[config.mk]
export PLATFORM = sky130hd
export DESIGN_NAME = sha3_seq_ctrl
export DESIGN_NICKNAME = d
export VERILOG_FILES = /design/src/rtl/sha3_pkg.sv /design/src/rtl/sha3_pad_merge.sv /design/src/rtl/sha3_seq_ctrl.sv
export SDC_FILE = /design/constraint.sdc
export NUM_CORES = 1
export LEC_CHECK = 0
export CAP_MARGIN = 20
export CORE_MARGIN = 4
export CORE_UTILIZATION = 25
export CTS_BUF_LIST = sky130_fd_sc_hd__clkbuf_16
export CTS_CLUSTER_DIAMETER = 100
export DETAILED_ROUTE_END_ITERATION = 7
export HOLD_SLACK_MARGIN = 0.05
export PLACE_DENSITY_LB_ADDON = 0.3
export SLEW_MARGIN = 20
export SYNTH_ARGS = -nofsm -noshare
export SYNTH_HDL_FRONTEND = slang
export SYNTH_SLANG_ARGS = --single-unit
[constraint.sdc]
create_clock -name ACLK -period 4.5 [get_ports ACLK]
set_input_delay 0.9 -clock ACLK [delete_from_list [all_inputs] [get_ports ACLK]]
set_output_delay 0.9 -clock ACLK [all_outputs]
set_load 0.1 [all_outputs]
[src/rtl/sha3_pkg.sv]
// Shared types and constants for the SHA-3 absorb/pad sequencer.
// Latency: n/a (package). Backpressure: n/a.
// Contents: controller state enum, Keccak rate per digest size, rate-in-words helper, pad bytes.
package sha3_pkg;

  typedef enum logic [2:0] {
    ST_IDLE,
    ST_ABSORB,
    ST_PAD,
    ST_PERMUTE,
    ST_SQUEEZE
  } state_e;

  // Keccak rate r = 1600 - 2*digest_bits, indexed by the digest select code.
  localparam int RATE_BITS_224 = 1152;
  localparam int RATE_BITS_256 = 1088;
  localparam int RATE_BITS_384 = 832;
  localparam int RATE_BITS_512 = 576;

  // SHA-3 domain-separation bits (01) plus first pad bit, and the closing pad bit.
  localparam logic [7:0] PAD_DS  = 8'h06;
  localparam logic [7:0] PAD_END = 8'h80;

  // Number of stream words in one rate block for the given digest select.
  function automatic logic [7:0] rate_words(input logic [1:0] sel, input int data_width);
    int r;
    case (sel)
      2'd0:    r = RATE_BITS_224;
      2'd1:    r = RATE_BITS_256;
      2'd2:    r = RATE_BITS_384;
      default: r = RATE_BITS_512;
    endcase
    return 8'(r / data_width);
  endfunction

endpackage

[src/rtl/sha3_pad_merge.sv]
// Merges message bytes with SHA-3 padding into one rate word.
// Latency: combinational. Backpressure: none (pure function of inputs).
// Ports: data_i/keep_i message word and byte mask; last_i marks the final message beat
// (0x06 goes in the first unkept byte); pend_i forces 0x06 into byte 0; final_i ORs 0x80
// into the top byte; word_o is the word to XOR into the state.
module sha3_pad_merge
  import sha3_pkg::*;
#(
  parameter int DATA_WIDTH = 16,
  parameter int DATA_BYTES = DATA_WIDTH / 8
) (
  input  logic [DATA_WIDTH-1:0] data_i,
  input  logic [DATA_BYTES-1:0] keep_i,
  input  logic                  last_i,
  input  logic                  pend_i,
  input  logic                  final_i,
  output logic [DATA_WIDTH-1:0] word_o
);

  logic prev_kept;

  always_comb begin
    word_o    = '0;
    prev_kept = 1'b1;
    for (int k = 0; k < DATA_BYTES; k++) begin
      if (keep_i[k]) begin
        word_o[8*k +: 8] = data_i[8*k +: 8];
      end
      // keep is contiguous from byte 0, so the first unkept byte follows a kept one
      if (last_i && !keep_i[k] && prev_kept) begin
        word_o[8*k +: 8] = word_o[8*k +: 8] | PAD_DS;
      end
      prev_kept = keep_i[k];
    end
    if (pend_i) begin
      word_o[7:0] = word_o[7:0] | PAD_DS;
    end
    if (final_i) begin
      word_o[DATA_WIDTH-1 -: 8] = word_o[DATA_WIDTH-1 -: 8] | PAD_END;
    end
  end

endmodule

[src/rtl/sha3_seq_ctrl.sv]
// SHA-3 sequencer: absorbs an AXI-Stream message into rate words, pads, runs permutations, hands off to squeeze.
// Latency: Blk_we one cycle after each accepted beat; Perm_start one cycle after the last word of a block.
// Backpressure: S_TREADY high only in IDLE/ABSORB; low during PAD, PERMUTE, SQUEEZE and reset.
// Ports: ACLK/ARESET; S_T* message stream with S_TUSER digest select and Mode; State_clr, Blk_we/idx/word
// state writes; Perm_start/Perm_done core handshake; Sq_ready/tuser/mode/last serializer; Busy.
module sha3_seq_ctrl
  import sha3_pkg::*;
#(
  parameter int DATA_WIDTH = 16,
  parameter int DATA_BYTES = DATA_WIDTH / 8
) (
  input  logic                  ACLK,
  input  logic                  ARESET,
  input  logic [DATA_WIDTH-1:0] S_TDATA,
  input  logic [DATA_BYTES-1:0] S_TKEEP,
  input  logic                  S_TVALID,
  output logic                  S_TREADY,
  input  logic                  S_TLAST,
  input  logic [1:0]            S_TUSER,
  input  logic                  Mode,
  output logic                  State_clr,
  output logic                  Blk_we,
  output logic [7:0]            Blk_idx,
  output logic [DATA_WIDTH-1:0] Blk_word,
  output logic                  Perm_start,
  input  logic                  Perm_done,
  output logic                  Sq_ready,
  output logic [1:0]            Sq_tuser,
  output logic                  Sq_mode,
  input  logic                  Sq_last,
  output logic                  Busy
);

  state_e                state_q, state_d;
  logic [7:0]            idx_q, idx_d;
  logic                  final_q, final_d;      // block being permuted is the message's last
  logic                  pend_q, pend_d;        // 0x06 still owed to byte 0 of the next pad word
  logic                  owe_q, owe_d;          // a pad block must follow the current permutation
  logic                  start_pend_q, start_pend_d;
  logic [1:0]            sq_tuser_q, sq_tuser_d;
  logic                  sq_mode_q, sq_mode_d;
  logic                  state_clr_q, state_clr_d;
  logic                  blk_we_q, blk_we_d;
  logic [7:0]            blk_idx_q, blk_idx_d;
  logic [DATA_WIDTH-1:0] blk_word_q, blk_word_d;
  logic                  perm_start_q, perm_start_d;

  logic                  in_rx, beat, in_pad, idx_last, keep_full;
  logic [7:0]            rw;
  logic [DATA_WIDTH-1:0] mg_data, mg_word;
  logic [DATA_BYTES-1:0] mg_keep;
  logic                  mg_last, mg_pend, mg_final;

  assign in_rx     = (state_q == ST_IDLE) || (state_q == ST_ABSORB);
  assign S_TREADY  = in_rx & ~ARESET;
  assign beat      = S_TVALID & S_TREADY;
  assign in_pad    = (state_q == ST_PAD);
  // The first beat's select is not latched yet, so IDLE looks at the live S_TUSER.
  assign rw        = rate_words((state_q == ST_IDLE) ? S_TUSER : sq_tuser_q, DATA_WIDTH);
  assign idx_last  = (idx_q == rw - 8'd1);
  assign keep_full = &S_TKEEP;

  // A full last beat landing on the final rate word leaves no room for padding; it is deferred.
  assign mg_data  = in_pad ? '0 : S_TDATA;
  assign mg_keep  = in_pad ? '0 : S_TKEEP;
  assign mg_last  = ~in_pad & S_TLAST;
  assign mg_pend  = in_pad & pend_q;
  assign mg_final = in_pad ? idx_last : (S_TLAST & idx_last & ~keep_full);

  sha3_pad_merge #(
    .DATA_WIDTH(DATA_WIDTH),
    .DATA_BYTES(DATA_BYTES)
  ) u_pad_merge (
    .data_i (mg_data),
    .keep_i (mg_keep),
    .last_i (mg_last),
    .pend_i (mg_pend),
    .final_i(mg_final),
    .word_o (mg_word)
  );

  always_comb begin
    state_d      = state_q;
    idx_d        = idx_q;
    final_d      = final_q;
    pend_d       = pend_q;
    owe_d        = owe_q;
    start_pend_d = 1'b0;
    sq_tuser_d   = sq_tuser_q;
    sq_mode_d    = sq_mode_q;
    state_clr_d  = 1'b0;
    blk_we_d     = 1'b0;
    blk_idx_d    = '0;
    blk_word_d   = '0;
    perm_start_d = 1'b0;

    case (state_q)
      ST_IDLE, ST_ABSORB: begin
        if (beat) begin
          if (state_q == ST_IDLE) begin
            sq_tuser_d  = S_TUSER;
            sq_mode_d   = Mode;
            state_clr_d = 1'b1;
          end
          blk_we_d   = 1'b1;
          blk_idx_d  = idx_q;
          blk_word_d = mg_word;
          if (idx_last) begin
            idx_d        = '0;
            state_d      = ST_PERMUTE;
            start_pend_d = 1'b1;
            if (S_TLAST) begin
              final_d = ~keep_full;
              owe_d   = keep_full;
              pend_d  = keep_full;
            end
          end else begin
            idx_d = idx_q + 8'd1;
            if (S_TLAST) begin
              state_d = ST_PAD;
              pend_d  = keep_full;
            end else begin
              state_d = ST_ABSORB;
            end
          end
        end
      end

      ST_PAD: begin
        blk_we_d   = 1'b1;
        blk_idx_d  = idx_q;
        blk_word_d = mg_word;
        pend_d     = 1'b0;
        if (idx_last) begin
          idx_d        = '0;
          state_d      = ST_PERMUTE;
          start_pend_d = 1'b1;
          final_d      = 1'b1;
        end else begin
          idx_d = idx_q + 8'd1;
        end
      end

      ST_PERMUTE: begin
        // First PERMUTE cycle launches the start pulse; done is only honoured after it.
        if (start_pend_q) begin
          perm_start_d = 1'b1;
        end else if (Perm_done && !perm_start_q) begin
          if (final_q) begin
            state_d = ST_SQUEEZE;
            final_d = 1'b0;
          end else if (owe_q) begin
            state_d = ST_PAD;
            owe_d   = 1'b0;
          end else begin
            state_d = ST_ABSORB;
          end
        end
      end

      ST_SQUEEZE: begin
        if (Sq_last) begin
          state_d = ST_IDLE;
        end
      end

      default: state_d = ST_IDLE;
    endcase
  end

  always_ff @(posedge ACLK or posedge ARESET) begin
    if (ARESET) begin
      state_q      <= ST_IDLE;
      idx_q        <= '0;
      final_q      <= 1'b0;
      pend_q       <= 1'b0;
      owe_q        <= 1'b0;
      start_pend_q <= 1'b0;
      sq_tuser_q   <= '0;
      sq_mode_q    <= 1'b0;
      state_clr_q  <= 1'b0;
      blk_we_q     <= 1'b0;
      blk_idx_q    <= '0;
      blk_word_q   <= '0;
      perm_start_q <= 1'b0;
    end else begin
      state_q      <= state_d;
      idx_q        <= idx_d;
      final_q      <= final_d;
      pend_q       <= pend_d;
      owe_q        <= owe_d;
      start_pend_q <= start_pend_d;
      sq_tuser_q   <= sq_tuser_d;
      sq_mode_q    <= sq_mode_d;
      state_clr_q  <= state_clr_d;
      blk_we_q     <= blk_we_d;
      blk_idx_q    <= blk_idx_d;
      blk_word_q   <= blk_word_d;
      perm_start_q <= perm_start_d;
    end
  end

  assign State_clr  = state_clr_q;
  assign Blk_we     = blk_we_q;
  assign Blk_idx    = blk_idx_q;
  assign Blk_word   = blk_word_q;
  assign Perm_start = perm_start_q;
  assign Sq_ready   = (state_q == ST_SQUEEZE);
  assign Sq_tuser   = sq_tuser_q;
  assign Sq_mode    = sq_mode_q;
  assign Busy       = (state_q != ST_IDLE);

endmodule

==> run summary, run 1 <==
Mean Syn Cell Area: 10.38 µm²
largest family of logic cells by synthesized area: simple AND/OR/NAND/NOR gates
Fill cells: 794
Max Cap Violations: 0
final worst path period share: 75.99%
Yosys warnings: 0
Period minus WS final: 3419 ps
Post-synth top cells: dfrtp_1 (45), nand2_1 (20), nor2_1 (15)
largest net degree at the start of global routing: 46
clock buffer depth: 2
Clock Skew: 5.147 ps
Int Power: 0.0009804 W
Synth-to-Final Area Change: 40.73%
routed len/inst: 13.67 µm
Setup Fix Bufs, Post-CTS: 0
XOR/XNOR share of the synthesized area: 0.4326%
adder-cell share of the synthesized area: 0.6180%
Die H: 97.99 µm
Tot GR Track Use: 10.10%
Post-Place Worst Slack: 1343 ps
NetSw: 0.0009859 W
min setup slack post-route: 1081 ps
GPL Wtd Cong: 0.7870
CP arrival: 2520 ps
Clk Latency, worst-skew pair: 280 ps
Pwr Density: 690.2 nW/µm²
CTS tree: yes
CTS Sinks: 45
final count of negative-setup-slack endpoints: 0
Clk pwr share: 18.0%
Combinational Power Share: 51.2%
synthesized flop and latch total: 45
core area: 7807 µm²
first-pass GRT wire length: 7.976 mm
vias in the first global route: 1603
DRC: 0
Die W: 97.99 µm
Reg clk slew, reported paths: 60 ps
routed via count: 1665
Initial Util: 25.93%
clk root buf: clkbuf_16
Sequential Power Share: 30.8%
fmax: 292.5 MHz
RSZ-0062 raised after global routing: no
placed inst area: 2705 µm²
CTS resizes: 0
Routed WL: 4.854 mm
Via density: 4.690
async set-reset flop share out of synthesis: 100.0%
Rows: 32
Compound-Gate Fraction of Synth Area: 12.55%
LEAKAGE: 1.248 nW
mux share of post-synthesis cell area: 2.163%
cts bufs inserted: 5
worst rel slew slack: 33.26%
Least-Margin Pin Slew: 998.0 ps
GRT overflow: 0
simple-gate portion of the synthesized area: 23.98%
most frequent cell after synthesis: dfrtp_1
setup_tns: 0 ps
crit path kind: register to primary output
post-synthesis cell area: 2024 µm²
CTS Hold Buffers Added: 0
Synth top area share: 55.62%
Setup crit end kind: primary output
outcome: finished, final reports clean
EDFF count, synth: 0
WP data required: 3600 ps
Seq/Total Area, Yosys: 55.62%
synth top area cells: dfrtp_1 (56%), nand2_1 (3.7%), and3_1 (3.4%), nor2_1 (2.8%), and2_1 (2.5%)
htree depth: 2
IO Pins: 60
largest area contributor in the netlist: dfrtp_1
Port Buffers: 59
Primary FF master, synth: dfrtp_1
Distinct cells, synth: 46
Mapped Cells: 195
Post-DRT Antenna Nets: 0
DRT Pass-1 Iters: 4
Detail Placement HPWL: 3.538 mm
final hold vios: 0
Startpoint Class: register
Nets: 280
pins over their slew limit: 0
initial antenna violation count: 0
Finished Cell Area: 2849 µm²
total die area: 9601 µm²
worst-path maximum fanout: 15
Crit-path slowest cell: clkdlybuf4s50_1
syn_nets: 223
antenna cell count: 0
initial DRC count: 97
worst hold path type: register to register
fraction of layout cells with a size suffix above 1: 8.300%
switching fraction of total power: 50.14%
Peak VDD IR: 239.4 µV
worst-path cell chain: nor3b_1 -> clkdlybuf4s50_1
max incr delay on CP: 1200 ps
layer usage:
metal	GRT usage (%)	share of wire, %	up-vias
met4	1.917	0.56	0
met5	0	0	-
met3	3.000	8.0	4
met2	15.65	46	57
li1	-	-	807
met1	14.13	45	797
layout by cell type, fill, tap and decap left out, types with 2 or more instances in the layout:
cell	Yosys	final
a21oi_1	8	8
a221oi_1	3	3
a31oi_1	2	2
and2_1	8	8
and3_1	11	11
buf_4	0	3
clkbuf_16	0	5
clkdlybuf4s50_1	0	58
clkinvlp_4	0	2
dfrtp_1	45	45
inv_1	10	10
mux2_2	3	3
nand2_1	20	20
nand3_1	6	6
nand4_1	3	3
nand4b_1	2	2
nor2_1	15	15
nor2b_1	2	2
nor3_1	6	6
nor3b_1	2	2
nor4b_2	1	2
o21ai_0	7	7
o31ai_1	3	3
or2_2	2	2
or3_1	2	2
final timing paths:
path                                             start                endpoint  slack (ps)  depth (start not counted)
worst max-delay path            state_q[2]$_DFFE_PP0P_                Sq_ready        1080                          2
worst min-delay path              idx_q[7]$_DFFE_PP0P_    idx_q[7]$_DFFE_PP0P_         500                          1
worst max register to register  state_q[1]$_DFFE_PP0P_     final_q$_DFFE_PP0P_        2050                          5
worst min register to register    idx_q[7]$_DFFE_PP0P_    idx_q[7]$_DFFE_PP0P_         500                          1
max in group asynchronous                       ARESET  state_q[0]$_DFFE_PP0P_        2910                          3
min in group asynchronous                       ARESET     State_clr$_DFF_PP0_        1210                          3
layout make-up:
type	count	area, µm²	share of cell area [%]
multi-input cells	129	810.8	28.46
well taps	102	127.6	4.480
flip-flops and latches	45	1126	39.53
clock buffers	5	125.1	4.392
clock inverters	3	18.77	0.6588
repair buffers	61	603.1	21.17
inverters	10	37.54	1.318
power groups by stage:
| stage | logic, W | clock network, W | registers (W) |
|---|---|---|---|
| 2_1_floorplan | 0.000371 | 0 | 0.00101 |
| 3_3_place_gp | 0.00101 | 0 | 0.000611 |
| 3_5_place_dp | 0.00101 | 0 | 0.000611 |
| 4_1_cts | 0.00102 | 0.000367 | 0.000604 |
| 5_1_grt | 0.00107 | 0.000387 | 0.000621 |
| 6_report | 0.00101 | 0.000354 | 0.000605 |
state kept, by name (all words and copies together), names as in the netlist, 2 cells and up:
signal and cells:
Blk_word 16, Blk_idx 8, state_q 3, idx_q 8, Sq_tuser 2
per-stage QoR:
| step | instances | hold WS, ps | total power (W) | utilization, % |
|---|---|---|---|---|
| 2_1_floorplan | 195 | 454.7 | 0.001384 | - |
| 3_3_place_gp | 347 | 468.2 | 0.001619 | 34.65 |
| 3_5_place_dp | 347 | 479.4 | 0.001626 | 34.65 |
| 4_1_cts | 355 | 494.0 | 0.001988 | 36.49 |
| 5_1_grt | 355 | 509.5 | 0.002073 | 36.49 |
| 6_report | 355 | 495.1 | 0.001966 | 36.49 |
logic make-up after synthesis:
kind of cell | Yosys count
AND/OR/NAND/NOR | 88
flip-flops | 45
buffers and inverters | 21
adder cells (fa/ha/maj) | 1
AO/OA/AOI/OAI | 35
multiplexers | 4
XOR/XNOR | 1
worst max-delay path: cells and delay by family (launching register included):
kind          cells  cell delay (ps)
buf+inv           1             1200
simple gates      1              360
flops             1              680
No activity file was read; power rests on OpenSTA's default activity.
==> run 2, diff against run 1 <==
clock period = 2.95 ns   (was 4.5 ns; I/O delays follow)
==> run summary, run 2 (same netlist as run 1, synthesis figures left out) <==
IO Pins: 60 (unchanged)
clk root buf: clkbuf_16 (unchanged)
sequential cell area: 1126 µm² (unchanged)
htree depth: 2 (unchanged)
Nets: 284 (was 280)
final hold vios: 0 (unchanged)
Period minus WS final: 2421 ps
worst-path maximum fanout: 7 (was 15)
Worst Hold Endpoint: idx_q[7]$_DFFE_PP0P_ (unchanged)
WP data required: 3100 ps (was 3600 ps)
Top delay family on crit path: simple AND/OR/NAND/NOR gates (was buffers and inverters)
initial DRC count: 101 (was 97)
CTS tree: yes (unchanged)
Crit Reg-Reg Startpoint: state_q[1]$_DFFE_PP0P_ (unchanged)
antenna cell count: 0 (unchanged)
first-pass GRT wire length: 8.569 mm (was 7.976 mm)
worst-path cell chain: clkdlybuf4s50_1 -> nor4b_2 -> nor3_1 -> or4_4 -> a2111oi_4 -> o32ai_1 (was nor3b_1 -> clkdlybuf4s50_1)
Pwr Density: 1083 nW/µm² (was 690.2 nW/µm²)
clock buffer depth: 2 (unchanged)
pins over their slew limit: 0 (unchanged)
Synth-to-Final Area Change: 41.16% (was 40.73%)
DRT Pass-1 Iters: 4 (unchanged)
CTS Hold Buffers Added: 0 (unchanged)
hold depth: 1 (unchanged)
DR WL met2: 2.211 mm (was 2.231 mm)
Clk Latency, worst-skew pair: 280 ps (about the same)
multi-input logic area: 820.8 µm² (was 810.8 µm²)
CP Buf/Inv Count: 1 (unchanged)
core area: 7807 µm² (unchanged)
Tot GR Track Use: 10.96% (was 10.10%)
Initial Util: 25.93% (unchanged)
commonest non-fill, non-tap cell in the layout: dfrtp_1 (was clkdlybuf4s50_1)
Min-Delay Startpoint: idx_q[7]$_DFFE_PP0P_ (unchanged)
RSZ-0062 raised after global routing: no (unchanged)
Peak VDD IR: 513.0 µV (was 239.4 µV)
M1 WL: 2.392 mm (was 2.205 mm)
Rows: 32 (unchanged)
Port Buffers: 59 (unchanged)
Clock Skew: 3.584 ps (was 5.147 ps)
initial antenna violation count: 0 (unchanged)
largest net degree at the start of global routing: 25 (was 46)
max incr delay on CP: 620 ps (was 1200 ps)
Die H: 97.99 µm (unchanged)
final worst path period share: 82.06%
cts bufs inserted: 5 (unchanged)
Routed WL: 4.943 mm (was 4.854 mm)
worst hold path type: register to register (unchanged)
fraction of layout cells with a size suffix above 1: 23.35% (was 8.300%)
CTS resizes: 0 (unchanged)
crit path kind: primary input to register (was register to primary output)
Setup Fix Bufs, Post-CTS: 0 (unchanged)
Reg clk slew, reported paths: 60 ps (about the same)
final count of negative-setup-slack endpoints: 0 (unchanged)
CP arrival: 2570 ps (was 2520 ps)
Via density: 4.682 (was 4.690)
outcome: finished, final reports clean (unchanged)
vias in the first global route: 1662 (was 1603)
met3 wire len: 269 µm (was 390 µm)
reg2reg end: final_q$_DFFE_PP0P_ (unchanged)
fmax: 413.1 MHz
DRC: 0 (unchanged)
reg2reg setup slack: 540 ps (was 2050 ps)
Startpoint Class: primary input (was register)
max FFs per register: 16 (unchanged)
Detail Placement HPWL: 3.620 mm (was 3.538 mm)
Crit-path slowest cell: or4_4 (was clkdlybuf4s50_1)
highest metal used: met4 (unchanged)
GRT overflow: 0 (unchanged)
Max Cap Violations: 0 (unchanged)
Least-Margin Pin Slew: 569.4 ps (was 998.0 ps)
Setup crit end kind: register (was primary output)
GPL Wtd Cong: 0.7668 (was 0.7870)
CTS Sinks: 45 (unchanged)
LEAKAGE: 1.354 nW (was 1.248 nW)
most frequent cells in the layout: dfrtp_1 (45), buf_4 (37), clkdlybuf4s50_1 (26) (was clkdlybuf4s50_1 (58), dfrtp_1 (45), nand2_1 (20))
fin cells: 359 (was 355)
routed via count: 1681 (was 1665)
placed cell count: 351 (was 347)
worst rel slew slack: 62.04% (was 33.26%)
total die area: 9601 µm² (unchanged)
setup_tns: 0 ps (unchanged)
reg2reg path depth: 5 (unchanged)
routed len/inst: 13.77 µm (was 13.67 µm)
Die W: 97.99 µm (unchanged)
Post-DRT Antenna Nets: 0 (unchanged)
Fill cells: 796 (was 794)
## run 2: cell types whose count changed in the layout (fill, tap and decap cells not counted), sizes merged
cell / delta
clkdlybuf4s50: -32
bufinv: +1
inv: +1
buf: +36
clkinvlp: -2
## run 2: worst reg2reg max path: stages (launching register included)
cell and delay, ps:
dfrtp_1 560, or3_4 460, mux2i_1 310, nand4b_1 380, a2111oi_4 440, o32ai_1 130
## run 2: area by class of cell
| cell class | instances | share of cell area [%] |
|---|---|---|
| timing repair buffer | 65 | 20.23 |
| tap | 102 | 4.466 |
| sequential | 45 | 39.40 |
| multi-input combinational | 129 | 28.72 |
| inverter | 10 | 1.313 |
| clock buffer | 5 | 4.378 |
| clock inverter | 3 | 1.489 |
## run 2: per-layer routing
metal	vias to the layer above	global-route usage (%)
li1	812	-
met1	821	15.31
met2	42	16.23
met3	6	3.143
met4	0	3.834
met5	-	0
## run 2: where the power goes
group / total, W / internal [W] / switching [W] / leakage, nW
combinational: 0.00155 / 0.000413 / 0.00113 / 0.681
sequential: 0.000924 / 0.000770 / 0.000154 / 0.588
clock: 0.000622 / 0.000398 / 0.000225 / 0.0852
## run 2: worst max path at each step
stage,start,endpoint,cells past startpoint
floorplan,state_q[1]$_DFFE_PP0P_,Sq_tuser[0]$_DFFE_PP0P_,5
global placement,S_TUSER[0],final_q$_DFFE_PP0P_,6
detailed placement,S_TUSER[0],final_q$_DFFE_PP0P_,6
CTS,state_q[1]$_DFFE_PP0P_,final_q$_DFFE_PP0P_,5
global route,state_q[1]$_DFFE_PP0P_,final_q$_DFFE_PP0P_,5
finish,S_TUSER[0],final_q$_DFFE_PP0P_,6
## run 2: per-stage QoR
stage	setup slack (ps)	cell area, µm²	hold slack (ps)	util [%]	power, W
6_report	529.1	2858	490.9	36.60	0.003094
3_3_place_gp	262.9	2690	475.3	34.46	0.002480
2_1_floorplan	99.22	2034	454.7	-	0.002117
3_5_place_dp	239.0	2690	483.5	34.46	0.002493
4_1_cts	523.6	2858	496.2	36.60	0.003128
5_1_grt	326.5	2858	526.5	36.60	0.003280
==> run 3, diff against run 2 <==
clock period = 2.4 ns   (was 2.95 ns; I/O delays follow)
==> run summary, run 3 (same netlist as run 1, synthesis figures left out) <==
outcome: finished, final reports clean (unchanged)
largest net degree at the start of global routing: 38 (was 25)
final hold vios: 0 (unchanged)
Peak VDD IR: 424.6 µV (was 513.0 µV)
first-pass GRT wire length: 8.466 mm (was 8.569 mm)
worst hold path type: register to register (unchanged)
htree depth: 2 (unchanged)
worst-path maximum fanout: 4 (was 7)
met3 wire len: 329 µm (was 269 µm)
core area: 7807 µm² (unchanged)
Crit Reg-Reg Startpoint: state_q[1]$_DFFE_PP0P_ (unchanged)
Setup Fix Bufs, Post-CTS: 0 (unchanged)
vias in the first global route: 1768 (was 1662)
Least-Margin Pin Slew: 407.2 ps (was 569.4 ps)
DR WL met2: 2.468 mm (was 2.211 mm)
DRT Pass-1 Iters: 4 (unchanged)
Post-DRT Antenna Nets: 0 (unchanged)
Nets: 293 (was 284)
fin cells: 368 (was 359)
Clk pwr share: 16.9% (was 20.1%)
worst rel slew slack: 72.08% (was 62.04%)
Port Buffers: 59 (unchanged)
routed len/inst: 13.87 µm (was 13.77 µm)
GPL Wtd Cong: 0.8077 (was 0.7668)
cts bufs inserted: 5 (unchanged)
GRT overflow: 0 (unchanged)
Clk Latency, worst-skew pair: 280 ps (about the same)
Sequential Power Share: 29.0% (was 29.9%)
initial DRC count: 65 (was 101)
Finished Cell Area: 2944 µm² (was 2858 µm²)
most frequent cells in the layout: dfrtp_1 (44), buf_4 (44), clkdlybuf4s50_1 (26) (was dfrtp_1 (45), buf_4 (37), clkdlybuf4s50_1 (26))
Int Power: 0.001911 W (was 0.001581 W)
placed inst area: 2796 µm² (was 2690 µm²)
max FFs per register: 16 (unchanged)
pins over their slew limit: 0 (unchanged)
CTS Sinks: 45 (unchanged)
final count of negative-setup-slack endpoints: 0 (unchanged)
crit path kind: primary input to register (unchanged)
switching fraction of total power: 49.63% (was 48.89%)
CTS tree: yes (unchanged)
Reg clk slew, reported paths: 60 ps (about the same)
Initial Util: 25.93% (unchanged)
M1 WL: 2.286 mm (was 2.392 mm)
Setup crit end kind: register (unchanged)
hold depth: 1 (unchanged)
CP arrival: 2410 ps (was 2570 ps)
RSZ-0062 raised after global routing: no (unchanged)
placed cell count: 360 (was 351)
Clock Skew: 4.950 ps (was 3.584 ps)
fmax: 443.1 MHz
clock buffer depth: 2 (unchanged)
Max Cap Violations: 0 (unchanged)
routed via count: 1665 (was 1681)
initial antenna violation count: 0 (unchanged)
Rows: 32 (unchanged)
Startpoint Class: primary input (unchanged)
LEAKAGE: 1.405 nW (was 1.354 nW)
IO Pins: 60 (unchanged)
Via density: 4.524 (was 4.682)
clk root buf: clkbuf_16 (unchanged)
Detail Placement HPWL: 3.791 mm (was 3.620 mm)
Synth-to-Final Area Change: 45.43% (was 41.16%)
final worst path period share: 94.02%
Min-Delay Startpoint: idx_q[7]$_DFFE_PP0P_ (unchanged)
Routed WL: 5.105 mm (was 4.943 mm)
WP data required: 2550 ps (was 3100 ps)
highest metal used: met4 (unchanged)
NetSw: 0.001883 W (was 0.001513 W)
fraction of layout cells with a size suffix above 1: 26.32% (was 23.35%)
worst setup path start: S_TUSER[0] (unchanged)
Pwr Density: 1288 nW/µm² (was 1083 nW/µm²)
reg2reg path depth: 5 (unchanged)
Period minus WS final: 2257 ps
Tot GR Track Use: 10.71% (was 10.96%)
total die area: 9601 µm² (unchanged)
Die H: 97.99 µm (unchanged)
Die W: 97.99 µm (unchanged)
antenna cell count: 0 (unchanged)
DRC: 0 (unchanged)
Combinational Power Share: 54.0% (was 50.0%)
==> run 3: path summary, 6_finish.rpt <==
| kind | end | slack [ps] |
|---|---|---|
| setup / recovery | final_q$_DFFE_PP0P_ | 140 |
| hold / removal | idx_q[7]$_DFFE_PP0P_ | 490 |
| setup reg to reg | final_q$_DFFE_PP0P_ | 210 |
| hold reg to reg | idx_q[7]$_DFFE_PP0P_ | 490 |
| max in group asynchronous | start_pend_q$_DFF_PP0_ | 1340 |
| min in group asynchronous | State_clr$_DFF_PP0_ | 600 |
==> run 3: power by group through the flow <==
stage	Combinational (W)	Clock, W	Sequential, W
after detailed placement	0.00205	0	0.00111
final	0.00205	0.000643	0.00110
after CTS	0.00206	0.000670	0.00110
after global placement	0.00204	0	0.00110
after global routing	0.00217	0.000703	0.00113
after floorplan	0.000715	0	0.00190
==> run 3: area by class of cell <==
| cell class | count | area [µm²] |
|---|---|---|
| fillers | 775 | 4863 |
| flip-flops and latches | 45 | 1127 |
| multi-input cells | 129 | 842.1 |
| repair buffers | 74 | 670.6 |
| well taps | 102 | 127.6 |
| clock buffers | 5 | 125.1 |
| inverters | 10 | 37.54 |
| clock inverters | 3 | 13.76 |
==> run 3: what timing repair did <==
action / in CTS / in global routing
gates resized for setup: 0 / 1
setup endpoints to repair: 0 / 2
hold buffers: 0 / 0
==> run 3: per-layer routing <==
metal | track usage (%) | up-vias
li1 | - | 827
met1 | 14.27 | 793
met2 | 16.81 | 43
met3 | 3.571 | 2
met4 | 2.662 | 0
met5 | 0 | -
==> run 3: worst max-delay path, cell delays in order <==
cell and delay (ps):
clkdlybuf4s50_1 500, nor4b_4 290, nor3_1 110, or4_4 580
a2111oi_4 310, o32ai_1 130
==> run 3: stage by stage <==
stage	hold slack [ps]	util (%)	worst slack [ps]	total power, W	setup TNS (ps)
3_5_place_dp	471.0	35.82	-209.8	0.003159	-1027
4_1_cts	500.3	37.60	87.18	0.003826	0
6_report	494.1	37.71	143.4	0.003793	0
5_1_grt	518.8	37.71	67.40	0.004002	0
2_1_floorplan	454.7	-	-12.51	0.002616	-36.26
3_3_place_gp	467.9	35.82	-178.7	0.003141	-833.2
